`src/rtl/cpu_pkg.sv`:
```
// ============================================================================
// Module  : cpu_pkg
// Brief   : Shared CPU constants: bus width, opcode map and legal-opcode mask.
// Rev     : 1.0  initial release
// ============================================================================
`default_nettype none

package cpu_pkg;

  localparam int BUS_W = 8;
  localparam int OP_W  = 4;

  localparam logic [OP_W-1:0] OP_NOP = 4'h0;
  localparam logic [OP_W-1:0] OP_LDA = 4'h1;
  localparam logic [OP_W-1:0] OP_ADD = 4'h2;
  localparam logic [OP_W-1:0] OP_SUB = 4'h3;
  localparam logic [OP_W-1:0] OP_STA = 4'h4;
  localparam logic [OP_W-1:0] OP_LDI = 4'h5;
  localparam logic [OP_W-1:0] OP_HLT = 4'hF;

  // Bit n set means opcode n is legal.
  localparam logic [15:0] LEGAL_MASK_DEFAULT = 16'h803F;

  function automatic logic op_is_legal(input logic [15:0] mask, input logic [OP_W-1:0] op);
    return mask[op];
  endfunction

endpackage : cpu_pkg

`default_nettype wire

```
`src/rtl/instruction_register.sv`:
```
// ============================================================================
// Module  : instruction_register
// Brief   : Holds the fetched instruction word; exposes opcode/operand, drives
//           the operand onto the shared bus, and tracks validity, halt,
//           bus-conflict and retired-instruction count.
// Rev     : 1.0  initial release
// ============================================================================
`default_nettype none

module instruction_register
  import cpu_pkg::*;
#(
  parameter logic [3:0]  HLT_OPCODE = OP_HLT,
  parameter logic [15:0] LEGAL_MASK = LEGAL_MASK_DEFAULT,
  parameter int          CNT_W      = 8
) (
  input  logic             clk,
  input  logic             rst_n,
  input  logic [BUS_W-1:0] bus_in,
  input  logic             load,
  input  logic             out_en,
  input  logic             clr,
  output logic [3:0]       opcode,
  output logic [3:0]       operand,
  output logic [BUS_W-1:0] bus_out,
  output logic             bus_oe,
  output logic             valid,
  output logic             illegal,
  output logic             halted,
  output logic             conflict,
  output logic [CNT_W-1:0] retired
);

  logic [BUS_W-1:0] r_ir;
  logic             r_valid;
  logic             r_halted;
  logic             r_conflict;
  logic [CNT_W-1:0] r_retired;

  logic             w_accept_load;

  // A load only takes effect when neither halt nor clear outranks it.
  assign w_accept_load = load & ~clr & ~r_halted;

  always_ff @(posedge clk or negedge rst_n) begin
    if (!rst_n) begin
      r_ir       <= '0;
      r_valid    <= 1'b0;
      r_halted   <= 1'b0;
      r_conflict <= 1'b0;
      r_retired  <= '0;
    end else if (!r_halted) begin
      if (clr) begin
        r_ir    <= '0;
        r_valid <= 1'b0;
      end else if (load) begin
        r_ir      <= bus_in;
        r_valid   <= 1'b1;
        r_retired <= r_retired + CNT_W'(1);
        if (bus_in[7:4] == HLT_OPCODE) begin
          r_halted <= 1'b1;
        end
      end
      if (w_accept_load && out_en) begin
        r_conflict <= 1'b1;
      end
    end
  end

  assign opcode   = r_ir[7:4];
  assign operand  = r_ir[3:0];
  assign bus_out  = {4'b0000, r_ir[3:0]};
  // Never drive the bus while loading from it.
  assign bus_oe   = out_en & r_valid & ~load;
  assign valid    = r_valid;
  assign illegal  = r_valid & ~op_is_legal(LEGAL_MASK, r_ir[7:4]);
  assign halted   = r_halted;
  assign conflict = r_conflict;
  assign retired  = r_retired;

endmodule : instruction_register

`default_nettype wire
```
`config.mk`:
```
export PLATFORM = sky130hd
export DESIGN_NAME = instruction_register
export DESIGN_NICKNAME = d
export VERILOG_FILES = /design/src/rtl/cpu_pkg.sv /design/src/rtl/instruction_register.sv
export SDC_FILE = /design/constraint.sdc
export NUM_CORES = 1
export LEC_CHECK = 0
export CAP_MARGIN = 20
export CORE_UTILIZATION = 64
export CTS_CLUSTER_DIAMETER = 40
export DETAILED_ROUTE_END_ITERATION = 6
export DONT_BUFFER_PORTS = 1
export PLACE_DENSITY = 0.8
export SYNTH_ARGS = -nofsm -noshare
export SYNTH_HDL_FRONTEND = slang
export SYNTH_SLANG_ARGS = --single-unit
```
`constraint.sdc`:
```
create_clock -name clk -period 1.8 [get_ports clk]
set_clock_uncertainty 0.05 [all_clocks]
set_input_delay 0.09 -clock clk [delete_from_list [all_inputs] [get_ports clk]]
set_output_delay 0.09 -clock clk [all_outputs]
set_load 0.005 [all_outputs]
```
==> results of run 1 <==
## final cells by class
cell class	count	share of cell area, %
clock buffers	3	2.18
inverters	2	0.726
multi-input cells	59	36.4
well taps	15	1.82
repair buffers	13	12.3
flip-flops and latches	19	46.0
clock inverters	1	0.484
## timing repair
action / in CTS / in global routing
hold endpoints to repair: 35 / 0
hold buffers: 12 / 0
resized for setup: 0 / 0
## final timing paths
path                                        start                endpoint  slack (ns)  depth (start not counted)
max reg2reg                      halted$_DFF_PN0_     r_ir[6]$_DFFE_PN0P_        0.40                          4
max in group asynchronous                   rst_n     r_ir[4]$_DFFE_PN0P_        0.90                          1
min in group asynchronous                   rst_n  retired[5]$_DFFE_PN0P_        0.28                          1
max                                           clr  retired[1]$_DFFE_PN0P_        0.38                          3
min reg2reg                retired[7]$_DFFE_PN0P_  retired[7]$_DFFE_PN0P_        0.44                          1
min                                          load  retired[4]$_DFFE_PN0P_        0.07                          3
## logic make-up (layout without fill, tap and decap cells)
logic type | after synthesis | after routing | synth area share (%)
and+or+nand+nor | 26 | 26 | 16.4
AOI/OAI and AO/OA | 20 | 20 | 13.6
other | 1 | 4 | 0.407
xor gates and xnor gates | 7 | 7 | 6.65
buffers and inverters | 13 | 19 | 8.82
adders and majority gates | 1 | 1 | 1.36
muxes | 1 | 1 | 1.22
DFF | 19 | 19 | 51.6
## power groups by stage
| stage | Sequential, mW | Clock (mW) | Combinational, mW |
|---|---|---|---|
| after global routing | 0.434 | 0.226 | 0.0605 |
| after global placement | 0.442 | 0 | 0.0184 |
| after floorplan | 0.441 | 0 | 0.0250 |
| after CTS | 0.434 | 0.211 | 0.0524 |
| final | 0.434 | 0.208 | 0.0540 |
| after detailed placement | 0.442 | 0 | 0.0189 |
## through the flow
stage                     area, µm²  hold slack [ns]  worst slack, ns  power (mW)
after floorplan                 933           -0.256            0.546       0.466
after global placement          886           -0.255            0.493       0.461
after detailed placement        886           -0.255            0.479       0.461
after CTS                      1030           0.0652            0.392       0.697
after global routing           1030           0.0830            0.290       0.721
final                          1030           0.0734            0.376       0.696
## flip-flops by register name, indices dropped and copies added (netlist names)
signal    count
retired       8
halted        1
r_ir          8
valid         1
conflict      1
## routing by layer
| layer | part of all wire, % | vias up |
|---|---|---|
| met5 | 0 | - |
| li1 | - | 317 |
| met3 | 8.9 | 2 |
| met4 | 0.27 | 0 |
| met1 | 44 | 314 |
| met2 | 47 | 42 |
## cell usage after synthesis, types with 2 or more instances
library cell   n  area [µm²]
dfrtp_1       19         475
nand2_1       12        45.0
buf_4          8        60.1
o21ai_0        8        40.0
a22oi_1        7        52.6
nand4_1        4        25.0
xnor2_1        4        35.0
xor2_1         3        26.3
a21oi_1        2        10.0
and3_1         2        12.5
buf_2          2        10.0
nor2_1         2        7.51
## worst min-delay path, stage by stage
cell,delay [ns]
nor3b_4,0.16
nand2_1,0.07
xnor2_1,0.06
==> out/summary.txt, run 1 <==
Status -> complete, no violations
RSZ-0062 raised after global routing -> false
Share of cells above drive strength 1 -> 9.28%
Critical path, cell by cell -> dlygate4sd3_1 -> nor3b_4 -> mux2_2
NumNets Final -> 112
First-pass GRT wire length -> 2.69 mm
MaxCap Viol Count -> 0
Switching Fraction -> 22.5%
Max incr delay on CP -> 0.70 ns
PortBufs -> 0
Die footprint -> 1600 µm²
Comb pwr share -> 7.8%
Static leakage -> 0.500 nW
Grt peak-use layer -> met2
Critical path class -> in2reg
Vias per inst -> 6.03
CTS tree -> yes
Synthesis-to-layout area growth -> 12.1%
DRT iter0 DRCs -> 12
VDD IR-drop max -> 0.000543 V
DP HPWL -> 1.13 mm
Drt drc -> 0
Synth warn -> 0
Period utilisation layout -> 79.1%
Switch Pwr -> 0.156 mW
Placed cells -> 96
Crit end category -> flip-flop
Register area -> 475 µm²
Buf/Inv on CP -> 1
Distinct cells, synth -> 27
Die X -> 40.0 µm
Final setup violating endpoints -> 0
Crit-path leading delay family -> buffers and inverters
Initial antenna violation count -> 0
Sequential power share -> 62.3%
Seq/Total Area, Yosys -> 51.6%
Crit Path Max Fanout -> 11
CTS HTree Levels -> 1
Io pins -> 42
Core area -> 1320 µm²
Mapped Area -> 922 µm²
Vias in the first global route -> 625
Final Hold Vio Count -> 0
Slew margin rel. -> 44.1%
Pwr/cell area -> 673 nW/µm²
Height of the die -> 40.0 µm
Asr flop ratio synth -> 100%
Gr usage total -> 25.8%
Slew Viols, Final -> 0
Post-Route WL -> 1.84 mm
DR pass1 iterations -> 5
Starting Density -> 70.0%
Worst hold path type -> in2reg
Clock Sinks -> 19
Cells after synthesis -> 88
WL/cell -> 16.4 µm
Clock Latency Late Sink -> 0.29 ns
Register bit total from synthesis -> 19
Final ANT Viol Nets -> 0
Commonest non-fill, non-tap cells in the layout -> 19 x dfrtp_1, 12 x nand2_1, 12 x dlygate4sd3_1
# rows -> 13
CTS Buf Count -> 3
Fmax -> 702 MHz
Diode count -> 0
Postcts setup bufs -> 0
Slowest stage cell, crit path -> dlygate4sd3_1
Root buffer cell -> clkbuf_4
CP Launch Type -> primary input
Clock slew at reported path FFs -> 0.11 ns
Met2 usage -> 39.5%
GR Overflow Total -> 0
Worst-Margin Slew -> 0.836 ns
Deepest clock path buffer count -> 2
Mean Syn Cell Area -> 10.5 µm²
M3 GR Usage -> 5.56%
Clock Power Share -> 29.9%
Ys flop type -> dfrtp_1
Fin crit period -> 1.42 ns
Cell Count, Final, Fillers Out -> 112
CP required -> 1.94 ns
Commonest non-fill, non-tap cell in the layout -> dfrtp_1
Routed via count -> 675
Largest net degree at the start of global routing -> 20
Layout fillers -> 83
GR met1 Demand/Resource -> 36.5%
Area of the multi-input gates -> 377 µm²
Critical Path AT -> 1.56 ns
Internal power -> 0.539 mW
Setup_tns -> 0 ns
Routability congestion estimate -> 0.738
Core Util, Final -> 78.4%
Number of synthesized flops with an enable pin -> 0
(Power assumes the default switching activity.)
==> inputs of run 2 (changes only) <==
--- a/config.mk
+++ b/config.mk
@@ -6,11 +6,11 @@
 export NUM_CORES = 1
 export LEC_CHECK = 0
 export CAP_MARGIN = 20
-export CORE_UTILIZATION = 64
+export CORE_UTILIZATION = 59
 export CTS_CLUSTER_DIAMETER = 40
 export DETAILED_ROUTE_END_ITERATION = 6
 export DONT_BUFFER_PORTS = 1
-export PLACE_DENSITY = 0.8
+export PLACE_DENSITY = 0.75
 export SYNTH_ARGS = -nofsm -noshare
 export SYNTH_HDL_FRONTEND = slang
 export SYNTH_SLANG_ARGS = --single-unit
==> constraint.sdc (replaced) <==
create_clock -name clk -period 1.4 [get_ports clk]
set_clock_uncertainty 0.05 [all_clocks]
set_input_delay 0.07 -clock clk [delete_from_list [all_inputs] [get_ports clk]]
set_output_delay 0.07 -clock clk [all_outputs]
set_load 0.005 [all_outputs]
==> run 2 against run 1 <==
Effect of this change:
- routed wire length is 6.5% higher
- sequential cell count stayed put
- register-to-register slack worse by 0.33 ns
- sequential power is 29% higher
- global-route usage is 1.8 points lower
==> out/summary.txt, run 2 (synthesis results as in run 1) <==
VDD IR-drop max -> 0.000756 V (was 0.000543 V)
Worst hold path type -> in2reg (unchanged)
PortBufs -> 0 (unchanged)
Root buffer cell -> clkbuf_4 (unchanged)
Worst r2r path cells -> 2 (was 4)
Status -> complete, no violations (unchanged)
Core Util, Final -> 77.0% (was 78.4%)
Critical Path AT -> 1.48 ns (was 1.56 ns)
WL/cell -> 16.9 µm (was 16.4 µm)
GR Overflow Total -> 0 (unchanged)
Hold Path Cell Cnt -> 3 (unchanged)
Placed cells -> 97 (was 96)
Share of cells above drive strength 1 -> 10.9% (was 9.28%)
Final Hold Vio Count -> 0 (unchanged)
Slew margin rel. -> 45.2% (was 44.1%)
Synthesis-to-layout area growth -> 15.5% (was 12.1%)
DP HPWL -> 1.21 mm (was 1.13 mm)
Pwr/cell area -> 841 nW/µm² (was 673 nW/µm²)
MaxCap Viol Count -> 0 (unchanged)
CTS HTree Levels -> 1 (unchanged)
Largest net degree at the start of global routing -> 20 (unchanged)
Gr usage total -> 24.0% (was 25.8%)
PostCTS Resize Cnt -> 0 (unchanged)
Routability congestion estimate -> 0.751 (was 0.738)
Critical path class -> in2reg (unchanged)
Layout fillers -> 86 (was 83)
Final ANT Viol Nets -> 0 (unchanged)
Vias in the first global route -> 737 (was 625)
Commonest non-fill, non-tap cell in the layout -> dfrtp_1 (unchanged)
Clock slew at reported path FFs -> 0.10 ns (was 0.11 ns)
Period utilisation layout -> 95.9%
Core area -> 1380 µm² (was 1320 µm²)
RSZ-0062 raised after global routing -> false (unchanged)
NumNets Final -> 116 (was 112)
Crit Path Max Fanout -> 10 (was 11)
Die footprint -> 1730 µm² (was 1600 µm²)
Height of the die -> 41.5 µm (was 40.0 µm)
CTS Buf Count -> 3 (unchanged)
Crit end category -> flip-flop (unchanged)
Drt drc -> 0 (unchanged)
Clock Sinks -> 19 (unchanged)
Final Power -> 0.896 mW (was 0.696 mW)
CP Launch Type -> primary input (unchanged)
Deepest clock path buffer count -> 2 (unchanged)
Register area -> 475 µm² (unchanged)
CTS tree -> yes (unchanged)
Commonest non-fill, non-tap cells in the layout -> 19 x dfrtp_1, 13 x dlygate4sd3_1, 12 x nand2_1 (was 19 x dfrtp_1, 12 x nand2_1, 12 x dlygate4sd3_1)
Die X -> 41.5 µm (was 40.0 µm)
DR pass1 iterations -> 4 (was 5)
First-pass GRT wire length -> 3.16 mm (was 2.69 mm)
Hold WS -> 0.0389 ns (was 0.0734 ns)
Initial antenna violation count -> 0 (unchanged)
Fin crit period -> 1.34 ns
Starting Density -> 66.7% (was 70.0%)
Worst-Margin Slew -> 0.820 ns (was 0.836 ns)
Static leakage -> 0.514 nW (was 0.500 nW)
# rows -> 13 (unchanged)
Clock Latency Late Sink -> 0.29 ns (about the same)
CP required -> 1.53 ns (was 1.94 ns)
Fmax -> 745 MHz
Slew Viols, Final -> 0 (unchanged)
Setup_tns -> 0 ns (unchanged)
Vias per inst -> 6.22 (was 6.03)
Post-Route WL -> 1.96 mm (was 1.84 mm)
DRT iter0 DRCs -> 20 (was 12)
Diode count -> 0 (unchanged)
Final setup violating endpoints -> 0 (unchanged)
Routed via count -> 721 (was 675)
Io pins -> 42 (unchanged)
Area of the multi-input gates -> 377 µm² (unchanged)
Cell Count, Final, Fillers Out -> 116 (was 112)
-- run 2: changes by cell type in the layout (fill, tap and decap cells not counted) --
cell | previous run | this run
clkbuf_1 | 0 | 1
clkinv_2 | 1 | 0
dlygate4sd3_1 | 12 | 13
buf_4 | 1 | 4
-- run 2: critical path: stages --
cell	delay [ns]
dlygate4sd3_1	0.68
nor3b_4	0.35
mux2_2	0.37
-- run 2: report_power, final --
group | switching (mW) | total, mW | internal (mW)
sequential | 0.00538 | 0.558 | 0.552
clock | 0.159 | 0.270 | 0.111
combinational | 0.0325 | 0.0683 | 0.0358
-- run 2: final cells by class --
class	instances	area share, %
Timing Repair Buffer	17	15.0
Sequential cell	19	44.7
Inverter	2	0.705
Tap cell	15	1.76
Clock buffer	4	2.47
Multi-Input combinational cell	59	35.4
-- run 2: timing repair --
action / CTS / global route
endpoints found under the setup margin: 0 / 2
hold buffers: 13 / 0
endpoints found under the hold margin: 35 / 0
setup buffers: 0 / 2
-- run 2: per-stage QoR --
step                setup WS, ns  instance area [µm²]
finish                    0.0575                 1060
global route              0.0146                 1060
CTS                      0.00521                 1050
detailed placement        0.0684                  893
global placement           0.108                  893
floorplan                  0.146                  933
-- run 2: final timing paths --
| check | to | slack, ns | start |
|---|---|---|---|
| worst min-delay path | r_ir[7]$_DFFE_PN0P_ | 0.04 | bus_in[7] |
| worst max-delay path | retired[1]$_DFFE_PN0P_ | 0.06 | clr |
| worst min register to register | retired[7]$_DFFE_PN0P_ | 0.45 | retired[7]$_DFFE_PN0P_ |
| min in group asynchronous | r_ir[1]$_DFFE_PN0P_ | 0.26 | rst_n |
| worst max register to register | retired[1]$_DFFE_PN0P_ | 0.07 | halted$_DFF_PN0_ |
| max in group asynchronous | retired[3]$_DFFE_PN0P_ | 0.54 | rst_n |
-- run 2: layer usage --
| layer | vias to the layer above | track usage [%] | part of all wire (%) |
|---|---|---|---|
| li1 | 325 | - | - |
| met1 | 355 | 30.5 | 44 |
| met2 | 39 | 39.1 | 49 |
| met3 | 2 | 7.39 | 6.4 |
| met4 | 0 | 7.74 | 0.77 |
| met5 | - | 0 | 0 |
==> inputs of run 3 (changes only) <==
--- a/config.mk
+++ b/config.mk
@@ -5,8 +5,9 @@
 export SDC_FILE = /design/constraint.sdc
 export NUM_CORES = 1
 export LEC_CHECK = 0
-export CAP_MARGIN = 20
+export CORE_ASPECT_RATIO = 1.1
 export CORE_UTILIZATION = 59
+export CTS_BUF_LIST = sky130_fd_sc_hd__clkbuf_16
 export CTS_CLUSTER_DIAMETER = 40
 export DETAILED_ROUTE_END_ITERATION = 6
 export DONT_BUFFER_PORTS = 1
==> run 3 against run 2 <==
Effect of this change:
- the flow now finishes with violations (hold timing)
- clock power grew 110%
- final cell count shrank 5.2%
- hold slack lost 0.068 ns
- sequential cell count is the same
- cell area shrank 0.82%
- first-iteration DRC count shrank 10%
- register-to-register slack gained 0.02 ns
- routed wire length shrank 8.0%
- maximum frequency grew 2.2%
- combinational power shrank 17%
==> out/summary.txt, run 3 (synthesis results as in run 1) <==
Layout fillers -> 88 (was 86)
Worst r2r path cells -> 2 (unchanged)
Worst hold path type -> in2reg (unchanged)
Clock Sinks -> 19 (unchanged)
NumNets Final -> 109 (was 116)
Clock slew at reported path FFs -> 0.05 ns (was 0.10 ns)
WL/cell -> 16.4 µm (was 16.9 µm)
Area of the multi-input gates -> 377 µm² (unchanged)
Post-DP Area -> 887 µm² (was 893 µm²)
Core Util, Final -> 74.4% (was 77.0%)
Reg-to-Reg Start -> halted$_DFF_PN0_ (unchanged)
Synthesis-to-layout area growth -> 14.5% (was 15.5%)
Fin crit period -> 1.31 ns (was 1.34 ns)
Final ANT Viol Nets -> 0 (unchanged)
Slew margin rel. -> 44.9% (was 45.2%)
CTS HTree Levels -> 1 (unchanged)
CTS tree -> yes (unchanged)
DR pass1 iterations -> 4 (unchanged)
Fmax -> 761 MHz (was 745 MHz)
Critical path, cell by cell -> nor3b_4 -> mux2_2 (was dlygate4sd3_1 -> nor3b_4 -> mux2_2)
MaxCap Viol Count -> 0 (unchanged)
Critical path class -> reg2reg (was in2reg)
Status -> complete, but fails checks (was complete, no violations)
Routed via count -> 669 (was 721)
First-pass GRT wire length -> 2.82 mm (was 3.16 mm)
Slew Viols, Final -> 0 (unchanged)
Register area -> 475 µm² (unchanged)
Die footprint -> 1730 µm² (about the same)
Height of the die -> 43.5 µm (was 41.5 µm)
Core area -> 1420 µm² (was 1380 µm²)
PortBufs -> 0 (unchanged)
Hold EP -> r_ir[4]$_DFFE_PN0P_ (was r_ir[7]$_DFFE_PN0P_)
Routability congestion estimate -> 0.757 (was 0.751)
Slowest stage cell, crit path -> dfrtp_1 (was dlygate4sd3_1)
# rows -> 14 (was 13)
Final Hold Vio Count -> 5 (was 0)
Worst R2R End -> retired[1]$_DFFE_PN0P_ (unchanged)
CP Launch Type -> flip-flop (was primary input)
Final setup violating endpoints -> 0 (unchanged)
Starting Density -> 65.0% (was 66.7%)
Design Area, Final -> 1060 µm² (about the same)
Final WS setup -> 0.0868 ns (was 0.0575 ns)
Post-Route WL -> 1.80 mm (was 1.96 mm)
Hold Path Cell Cnt -> 2 (was 3)
Hold WS -> -0.0287 ns (was 0.0389 ns)
Critical Path AT -> 1.39 ns (was 1.48 ns)
Io pins -> 42 (unchanged)
RSZ-0062 raised after global routing -> false (unchanged)
Placed cells -> 97 (unchanged)
GR Overflow Total -> 0 (unchanged)
Worst-Margin Slew -> 0.824 ns (was 0.820 ns)
DRT iter0 DRCs -> 18 (was 20)
Crit Path Max Fanout -> 7 (was 10)
Setup_tns -> 0 ns (unchanged)
Postcts setup bufs -> 0 (unchanged)
Share of cells above drive strength 1 -> 8.51% (was 10.9%)
Gr usage total -> 24.1% (was 24.0%)
Crit-path leading delay family -> flip-flops (was buffers and inverters)
Pwr/cell area -> 1120 nW/µm² (was 841 nW/µm²)
Failing checks -> hold timing
CP required -> 1.48 ns (was 1.53 ns)
Clock Latency Late Sink -> 0.24 ns (was 0.29 ns)
Drt drc -> 0 (unchanged)
Deepest clock path buffer count -> 2 (unchanged)
Largest net degree at the start of global routing -> 20 (unchanged)
Cell Count, Final, Fillers Out -> 110 (was 116)
VDD IR-drop max -> 0.000996 V (was 0.000756 V)
Worst Hold Launch -> bus_in[4] (was bus_in[7])
FF-to-FF setup slack -> 0.09 ns (was 0.07 ns)
Die X -> 39.7 µm (was 41.5 µm)
Commonest non-fill, non-tap cell in the layout -> dfrtp_1 (unchanged)
Period utilisation layout -> 93.8% (was 95.9%)
Crit end category -> flip-flop (unchanged)
Commonest non-fill, non-tap cells in the layout -> 19 x dfrtp_1, 12 x nand2_1, 9 x dlygate4sd3_1 (was 19 x dfrtp_1, 13 x dlygate4sd3_1, 12 x nand2_1)
Vias in the first global route -> 639 (was 737)
Vias per inst -> 6.08 (was 6.22)
Initial antenna violation count -> 0 (unchanged)
Root buffer cell -> clkbuf_16 (was clkbuf_4)
DP HPWL -> 1.15 mm (was 1.21 mm)
Post-place setup slack -> 0.0889 ns (was 0.0684 ns)
Diode count -> 0 (unchanged)
Buf/Inv on CP -> 0 (was 1)
Max incr delay on CP -> 0.43 ns (was 0.68 ns)
Final Power -> 1.18 mW (was 0.896 mW)
CTS Buf Count -> 3 (unchanged)
Static leakage -> 0.510 nW (was 0.514 nW)
==> run 3: layer usage <==
layer	routed length, µm	track usage, %	up-vias
met5	0	0	-
met4	13	8.28	0
met3	113	6.67	2
met2	889	36.1	29
met1	786	33.4	329
li1	-	-	309
==> run 3: how the worst max path moves through the flow <==
stage                     startpoint                     end  slack, ns  cells past startpoint
floorplan           halted$_DFF_PN0_  retired[1]$_DFFE_PN0P_       0.15                      2
global placement    halted$_DFF_PN0_  retired[1]$_DFFE_PN0P_       0.12                      2
detailed placement  halted$_DFF_PN0_  retired[1]$_DFFE_PN0P_       0.09                      2
CTS                 halted$_DFF_PN0_  retired[1]$_DFFE_PN0P_       0.07                      2
global route        halted$_DFF_PN0_  retired[1]$_DFFE_PN0P_       0.03                      2
finish              halted$_DFF_PN0_  retired[1]$_DFFE_PN0P_       0.09                      2
==> run 3: cell type report <==
| cell class | instances | area share, % |
|---|---|---|
| clock buffer | 3 | 7.11 |
| clock inverter | 1 | 0.355 |
| inverter | 2 | 0.711 |
| multi-input combinational | 59 | 35.7 |
| sequential | 19 | 45.0 |
| tap | 16 | 1.90 |
| timing repair buffer | 10 | 9.24 |
==> run 3: repair_timing <==
action,4_1_cts,5_1_grt
hold buffers,6,3
endpoints found under the hold margin,32,9
gates resized for setup,0,0
==> run 3: power breakdown <==
part | leakage, nW | internal (mW) | total (mW) | switching (mW)
logic | 0.253 | 0.0284 | 0.0566 | 0.0282
registers | 0.215 | 0.554 | 0.559 | 0.00497
clock network | 0.0423 | 0.379 | 0.567 | 0.188
total | 0.510 | 0.961 | 1.18 | 0.221
